===== src/rtl/fht_ctrl.sv =====
// Stage/address sequencer for the in-place radix-2 FHT engine: one butterfly issue per cycle, writes delayed RD_LAT+2.
// Optional FHT_CTRL_SEL_EN adds oSEL, the stage-0 trivial-twiddle select.
module fht_ctrl #(
  parameter int N      = 256,
  parameter int A_BIT  = 8,
  parameter int RD_LAT = 1
) (
  input  logic                       iCLK,
  input  logic                       iRESET,
  input  logic                       iSTART,
  output logic                       oBUSY,
  output logic                       oDONE,
  output logic [$clog2(A_BIT)-1:0]   oSTAGE,
  output logic                       oBANK,
  output logic                       oRD_EN,
  output logic [A_BIT-1:0]           oRD_ADDR_1,
  output logic [A_BIT-1:0]           oRD_ADDR_2,
  output logic                       oRD_EN_0,
  output logic [A_BIT-1:0]           oRD_ADDR_0,
  output logic [A_BIT-2:0]           oW_ADDR,
  output logic                       oWR_EN,
  output logic [A_BIT-1:0]           oWR_ADDR_0,
  output logic [A_BIT-1:0]           oWR_ADDR_1
`ifdef FHT_CTRL_SEL_EN
  ,output logic                      oSEL
`endif
);

  localparam int SW   = $clog2(A_BIT);
  localparam int D    = RD_LAT + 2;
  localparam int DW   = $clog2(D);
  localparam int HALF = N / 2;

  typedef enum logic [1:0] {IDLE, RUN, DRAIN, DONE} state_t;

  state_t           state;
  logic [A_BIT-1:0] cnt;
  logic [DW-1:0]    dcnt;
  logic [A_BIT-1:0] rd_x0;

  logic             issue;
  logic [SW-1:0]    iss_s;
  logic [A_BIT-1:0] iss_cnt, h, k, b, x0, x1, x2;
  logic [A_BIT-2:0] w;

  logic             en_pipe [D];
  logic [A_BIT-1:0] x0_pipe [D];
  logic [A_BIT-1:0] x1_pipe [D];

  // Select the (stage, cnt) of the butterfly that the coming edge will issue, if any.
  always_comb begin
    issue   = 1'b0;
    iss_s   = oSTAGE;
    iss_cnt = cnt;
    case (state)
      IDLE: begin
        issue   = iSTART;
        iss_s   = '0;
        iss_cnt = '0;
      end
      RUN:   issue = (cnt != A_BIT'(HALF));
      DRAIN: begin
        issue   = (dcnt == DW'(D - 1)) && (oSTAGE != SW'(A_BIT - 1));
        iss_s   = oSTAGE + SW'(1);
        iss_cnt = '0;
      end
      default: issue = 1'b0;
    endcase
    h  = A_BIT'(1) << iss_s;
    k  = iss_cnt & (h - A_BIT'(1));
    b  = ((iss_cnt >> iss_s) << iss_s) << 1;
    x0 = b + k;
    x1 = b + h + k;
    x2 = b + h + ((h - k) & (h - A_BIT'(1)));
    w  = (A_BIT-1)'(k << (SW'(A_BIT - 1) - iss_s));
  end

  always_ff @(posedge iCLK or negedge iRESET) begin
    if (!iRESET) begin
      state  <= IDLE;
      oSTAGE <= '0;
      cnt    <= '0;
      dcnt   <= '0;
      oBANK  <= 1'b0;
      oBUSY  <= 1'b0;
      oDONE  <= 1'b0;
    end else begin
      oDONE <= 1'b0;
      case (state)
        IDLE: if (iSTART) begin
          state  <= RUN;
          oSTAGE <= '0;
          oBANK  <= 1'b0;
          oBUSY  <= 1'b1;
          cnt    <= A_BIT'(1);
        end
        RUN: begin
          if (cnt == A_BIT'(HALF)) begin
            state <= DRAIN;
            dcnt  <= '0;
          end else begin
            cnt <= cnt + A_BIT'(1);
          end
        end
        DRAIN: begin
          if (dcnt != DW'(D - 1)) begin
            dcnt <= dcnt + DW'(1);
          end else if (oSTAGE == SW'(A_BIT - 1)) begin
            state <= DONE;
            oBUSY <= 1'b0;
            oDONE <= 1'b1;
          end else begin
            state  <= RUN;
            oSTAGE <= oSTAGE + SW'(1);
            oBANK  <= ~oBANK;
            cnt    <= A_BIT'(1);
          end
        end
        default: state <= IDLE;
      endcase
    end
  end

`ifdef FHT_CTRL_SEL_EN
  logic sel_q;
  assign oSEL = sel_q;
`endif

  always_ff @(posedge iCLK or negedge iRESET) begin
    if (!iRESET) begin
      oRD_EN     <= 1'b0;
      oRD_ADDR_1 <= '0;
      oRD_ADDR_2 <= '0;
      oW_ADDR    <= '0;
      rd_x0      <= '0;
`ifdef FHT_CTRL_SEL_EN
      sel_q      <= 1'b0;
`endif
    end else begin
      oRD_EN <= issue;
      if (issue) begin
        oRD_ADDR_1 <= x1;
        oRD_ADDR_2 <= x2;
        oW_ADDR    <= w;
        rd_x0      <= x0;
      end
`ifdef FHT_CTRL_SEL_EN
      sel_q <= issue && (iss_s == '0);
`endif
    end
  end

  // Stage 0 of the shift pipeline doubles as the one-cycle X_0 read delay.
  always_ff @(posedge iCLK or negedge iRESET) begin
    if (!iRESET) begin
      for (int i = 0; i < D; i++) begin
        en_pipe[i] <= 1'b0;
        x0_pipe[i] <= '0;
        x1_pipe[i] <= '0;
      end
    end else begin
      en_pipe[0] <= oRD_EN;
      x0_pipe[0] <= rd_x0;
      x1_pipe[0] <= oRD_ADDR_1;
      for (int i = 1; i < D; i++) begin
        en_pipe[i] <= en_pipe[i-1];
        x0_pipe[i] <= x0_pipe[i-1];
        x1_pipe[i] <= x1_pipe[i-1];
      end
    end
  end

  assign oRD_EN_0   = en_pipe[0];
  assign oRD_ADDR_0 = x0_pipe[0];
  assign oWR_EN     = en_pipe[D-1];
  assign oWR_ADDR_0 = x0_pipe[D-1];
  assign oWR_ADDR_1 = x1_pipe[D-1];

endmodule


===== config.mk =====
export PLATFORM = sky130hd
export DESIGN_NAME = fht_ctrl
export DESIGN_NICKNAME = d
export VERILOG_FILES = /design/src/rtl/fht_ctrl.sv
export SDC_FILE = /design/constraint.sdc
export NUM_CORES = 1
export LEC_CHECK = 0
export ABC_AREA = 1
export CORE_MARGIN = 5
export CORE_UTILIZATION = 40
export DETAILED_ROUTE_END_ITERATION = 8
export GPL_ROUTABILITY_DRIVEN = 1
export GPL_TIMING_DRIVEN = 0
export HOLD_SLACK_MARGIN = 0.06
export PLACE_DENSITY_LB_ADDON = 0.25
export SLEW_MARGIN = 10
export SYNTH_ARGS = -nofsm -noshare
export SYNTH_HDL_FRONTEND = slang
export SYNTH_SLANG_ARGS = --single-unit

===== constraint.sdc =====
create_clock -name iCLK -period 12.35 [get_ports iCLK]
set_input_delay 2.47 -clock iCLK [delete_from_list [all_inputs] [get_ports iCLK]]
set_output_delay 2.47 -clock iCLK [all_outputs]
set_load 0.005 [all_outputs]

Word level (Yosys, flattened, before mapping)

Index checks and enable logic that the tools add are counted.

Flip-flop bits (word level): 101
Bits of input ports: 3
Output and inout bits: 56
Word-level logic and storage cells: 95

Add/sub/neg operators: 10
Equal/unequal tests: 15
Shift-type cells: 4
Mux-type cells: 31
Bitwise gates (word level): 3
Reduce and logical (&&, ||, !) cells: 11

Operator list:

| operator              | number |
|---|---|
| $mux W8               | 5 |
| $add A8 B8 Y8         | 4 |
| $pmux W8 S3           | 1 |
| $and A8 B8 Y8         | 2 |
| $ne A2 B2 Y1 const B  | 8 |
| $shl A8 B3 Y7         | 2 |
| $mux W2               | 6 |
| $pmux W3 S2           | 2 |
| $mux W1               | 9 |
| $mux W3               | 3 |
| $add A8 B1 Y8 const B | 1 |
| $eq A8 B8 Y1 const B  | 1 |
| $ne A8 B8 Y1 const B  | 1 |
| $reduce_and A4 Y1     | 2 |
| $shl A1 B3 Y8 const A | 1 |
| $shr A8 B3 Y8         | 1 |
| $sub A8 B1 Y8 const B | 1 |
| $sub A8 B8 Y8         | 1 |
| $pmux W2 S3           | 1 |
| $reduce_and A3 Y1     | 2 |
| $reduce_and A5 Y1     | 1 |
| $eq A2 B2 Y1 const B  | 2 |
| $pmux W1 S2           | 2 |
| $pmux W2 S2           | 1 |
| 13 further kinds      | 14 |

Longest topological paths before layout

Depth in word-level cells: 8
Depth in mapped cells: 31
Depth with buffers taken out: 30

Worst setup path before layout

OpenSTA, ideal clock, no wires.

Kind: reg2reg
From: register oSTAGE[0]
To: register oRD_ADDR_2[7]
Setup time: 118 ps
Arrival: 3,805 ps
Required time: 12,232 ps
Setup slack: 8,427 ps
Cell stages (with the launch flop): 30
Buffers on the path: 1
Cells stage by stage: dfrtp_1 > ha_1 > ha_1 > nand2_2 > nand2_4 > buf_6 > nor2_1 > inv_1 > ha_1 > nor2_1 > inv_1 > nand2_1 > nor2_1 > or2_1 > nand2_1 > a21oi_2 > nand2_1 > nand2_1 > nor2_1 > ha_1 > a21oi_1 > o21ai_0 > nand2_1 > inv_1 > nor2_1 > inv_1 > a21oi_1 > nand3_1 > nand3_1 > nand2_1

Word-level cells in the longest chain between the ends: 8

Ends and longest elaborated chain:

| item                     | line   | text |
|---|---|---|
| start: declaration       | 13     | `output logic [$clog2(A_BIT)-1:0] oSTAGE,` |
| start signal: assignment | 114    | `oSTAGE <= oSTAGE + SW'(1);` |
| $add A3 B1 Y3            | 64     | `iss_s = oSTAGE + SW'(1);` |
| $pmux W3 S2              | 55     | `case (state)` |
| $shl A1 B3 Y8            | 69     | `h = A_BIT'(1) << iss_s;` |
| $sub A8 B1 Y8            | 70, 74 |  |
| $and A8 B8 Y8            | 70     | `k = iss_cnt & (h - A_BIT'(1));` |
| $sub A8 B8 Y8            | 74     | `x2 = b + h + ((h - k) & (h - A_BIT'(1)));` |
| $and A8 B8 Y8            | 74     |  |
| $add A8 B8 Y8            | 74     |  |
| end signal: assignment   | 133    | `oRD_ADDR_2 <= '0;` |
| end signal: assignment   | 143    | `oRD_ADDR_2 <= x2;` |
| end: declaration         | 17     | `output logic [A_BIT-1:0] oRD_ADDR_2,` |

Parallel ways exist; a longest one is shown, timed or not.
A chain may end at the register's enable or synchronous reset.

Worst setup path after layout

Ends and elaborated chain as after synthesis.

==> reports/summary.txt <==
Multi-input logic area: 2380 um^2
Setup Crit Path Kind: reg -> reg
Post-route cell area: 6540 um^2
Clock-pin slew on the worst setup and hold paths: 0.07 ns
Cell count along the critical path: 29
Status: completed
PortBufs: 58
Tcrit/Tclk final: 39.0%
CTS Buf Count: 9
Slew Limit Headroom: 51.1%
EDFF count, synth: 0
Via/cell ratio: 4.85
# Post-CTS Setup Buffers: 0
CP top delay family: simple AND/OR/NAND/NOR gates
Most frequent CP cell: nand2_1
Register area: 2500 um^2
FF+latch count, synth: 100
Core ar.: 13,200 um^2
HPWL Detailed: 9910 um
Post-place instance area: 6240 um^2
Die Footprint: 15,900 um^2
Worst EP required: 12.59 ns
Cell Count Post-Placement: 857
Die Ht: 126 um
CP max stage cell: nor2_1
Post-route ant nets: 0
Worst EP arrival: 5.05 ns
RSZ-0062 raised after global routing: no
Final hold viol count: 0
1st-iter DRT viols: 300
Sequential area share after synthesis: 46.3%
Worst-Skew Late Latency: 0.35 ns
Vias: 4,237
Hold Path Depth: 0
Peak VDD IR: 0.0525 mV
Gp weighted congestion: 0.923
Final nets: 731
Mapped Avg Cell Area: 8.71 um^2
Global route total overflow: 0
Max incr delay on CP: 0.51 ns
Antenna violations before repair: 0
Crit end category: flip-flop
WL/cell: 14.2 um
CTS resizes: 0
Clk sinks: 100
Hold-fix buffers, CTS: 0
Final wirelength: 12,400 um
Setup violators final: 0
CTS root buf: clkbuf_16
Antenna Cells: 0
Cell count after synthesis: 621
# DRC: 0
TritonCTS clock tree: built
Layout Cells excl Fill: 873
Fin Setup TNS: 0 ns
Post-Syn Area: 5410 um^2
Slew Viols, Final: 0
CP Max Fanout: 9
Layout cells sized above 1: 11.2%
CP startpoint kind: flip-flop
Max cap viols: 0
Bufs on Longest Clock Path: 2
Overall routing resource usage: 16.4%
I/O pin count: 59
Worst hold path type: reg -> reg
Async set-reset flop share out of synthesis: 100%
Initial Util: 40.8%
First-pass DRT Iterations: 4
Post-layout util: 49.3%
Clock skew: 0.00648 ns
Least-Margin Pin Slew: 0.728 ns
Htree depth: 3
Commonest register cell after synthesis: dfrtp_1
Fillcell total: 1,257
Crit path time final: 4.82 ns
Rows: 42
Reg2Reg Depth: 29
First-pass GRT wire length: 20,900 um
Leakage: 3.16 nW
Power per cell area: 95.3 nW/um^2
Synth warn: 0
Largest net degree at the start of global routing: 69
Area Growth Syn to Fin: 20.9%
Number of global-route vias before repair: 4,110
Width of the chip: 126 um
Netlist cell types: 44
Fmax: 0.208 GHz
WP buf/inv: 5
==> per-stage QoR <==
stage	total power, mW	hold WS, ns	setup WS, ns
global placement	0.347	0.331	5.23
floorplan	0.338	0.331	8.43
CTS	0.633	0.350	7.52
detailed placement	0.349	0.335	7.54
global route	0.647	0.356	7.10
finish	0.623	0.348	7.53
==> path summary, 6_finish.rpt <==
| path | slack, ns | end | from |
|---|---|---|---|
| worst min-delay path | 0.35 | x1_pipe[12]$_DFF_PN0_ | x1_pipe[20]$_DFF_PN0_ |
| worst max-delay path | 7.53 | oRD_ADDR_2[7]$_DFFE_PN0P_ | oSTAGE[0]$_DFFE_PN0P_ |
| min in group asynchronous | 2.07 | oRD_EN_0$_DFF_PN0_ | iRESET |
| worst max register to register | 7.53 | oRD_ADDR_2[7]$_DFFE_PN0P_ | oSTAGE[0]$_DFFE_PN0P_ |
| worst min register to register | 0.35 | x1_pipe[12]$_DFF_PN0_ | x1_pipe[20]$_DFF_PN0_ |
| max in group asynchronous | 9.62 | oRD_ADDR_2[2]$_DFFE_PN0P_ | iRESET |
==> registers in the layout, summed over array words and instances, names as in the netlist, 8 cells and up <==
name / cells
oWR_ADDR_1: 8
rd_x0: 8
oWR_ADDR_0: 8
x1_pipe: 16
oRD_ADDR_0: 8
x0_pipe: 8
oRD_ADDR_1: 8
cnt: 8
==> layout by cell type (no fill, tap or decap), types with 5 or more instances in the layout <==
cell type and count:
nand2_4 5, nor2_1 49, nor2_2 5, buf_4 27, o21ai_0 43, ha_1 32
a21oi_1 33, dfrtp_1 100, o21ai_1 5, clkbuf_16 9, xnor2_1 10, nor3_1 9
xor2_1 8, inv_2 5, clkdlybuf4s50_1 57, nand3_1 41, inv_1 62, nand2_1 133
a31oi_1 5
==> metal layers <==
layer	GRT usage [%]	vias to the layer above	share of wire, %
li1	-	2138	-
met1	22.9	1971	47
met2	25.3	105	46
met3	2.54	23	4.4
met4	7.51	0	2.6
met5	0	-	0
==> logic make-up after synthesis <==
family	share of synthesized area, %
muxes	0.185
DFF	46.3
xor gates and xnor gates	3.22
adders and majority gates	8.89
other	0.0694
AOI/OAI and AO/OA	11.0
and+or+nand+nor	20.7
buffers and inverters	9.70
==> synth_stat cells, types with 4 or more instances <==
cell type / n / area share, %
nor3_1: 9 / 0.83
nand3_1: 41 / 3.8
nand2_1: 133 / 9.2
nor2_2: 5 / 0.58
fa_1: 4 / 1.5
xor2_1: 8 / 1.3
a31oi_1: 5 / 0.58
o21ai_1: 5 / 0.46
inv_2: 5 / 0.35
nor2_1: 49 / 3.4
dfrtp_1: 100 / 46
xnor2_1: 10 / 1.6
buf_4: 26 / 3.6
inv_1: 62 / 4.3
nand2_4: 5 / 1.0
o21ai_0: 43 / 4.0
ha_1: 32 / 7.4
nor2_4: 4 / 0.83
a21oi_1: 33 / 3.1
==> area by class of cell <==
cell class              instances  share of cell area (%)
multi-input cells             416                    36.5
well taps                     176                    3.37
repair buffers                 59                    9.27
plain buffers                  38                    4.08
inverters                      68                    3.94
clock buffers                  10                    3.50
flip-flops and latches        100                    38.3
clock inverters                 6                    1.07
==> power breakdown <==
part | leakage (nW) | internal [mW] | switching [mW] | total [mW]
Combinational | 1.85 | 0.00458 | 0.00765 | 0.0122
Clock | 0.148 | 0.160 | 0.122 | 0.281
Sequential | 1.17 | 0.329 | 0.000481 | 0.329
Note: power is estimated with default switching activity, not from simulation.
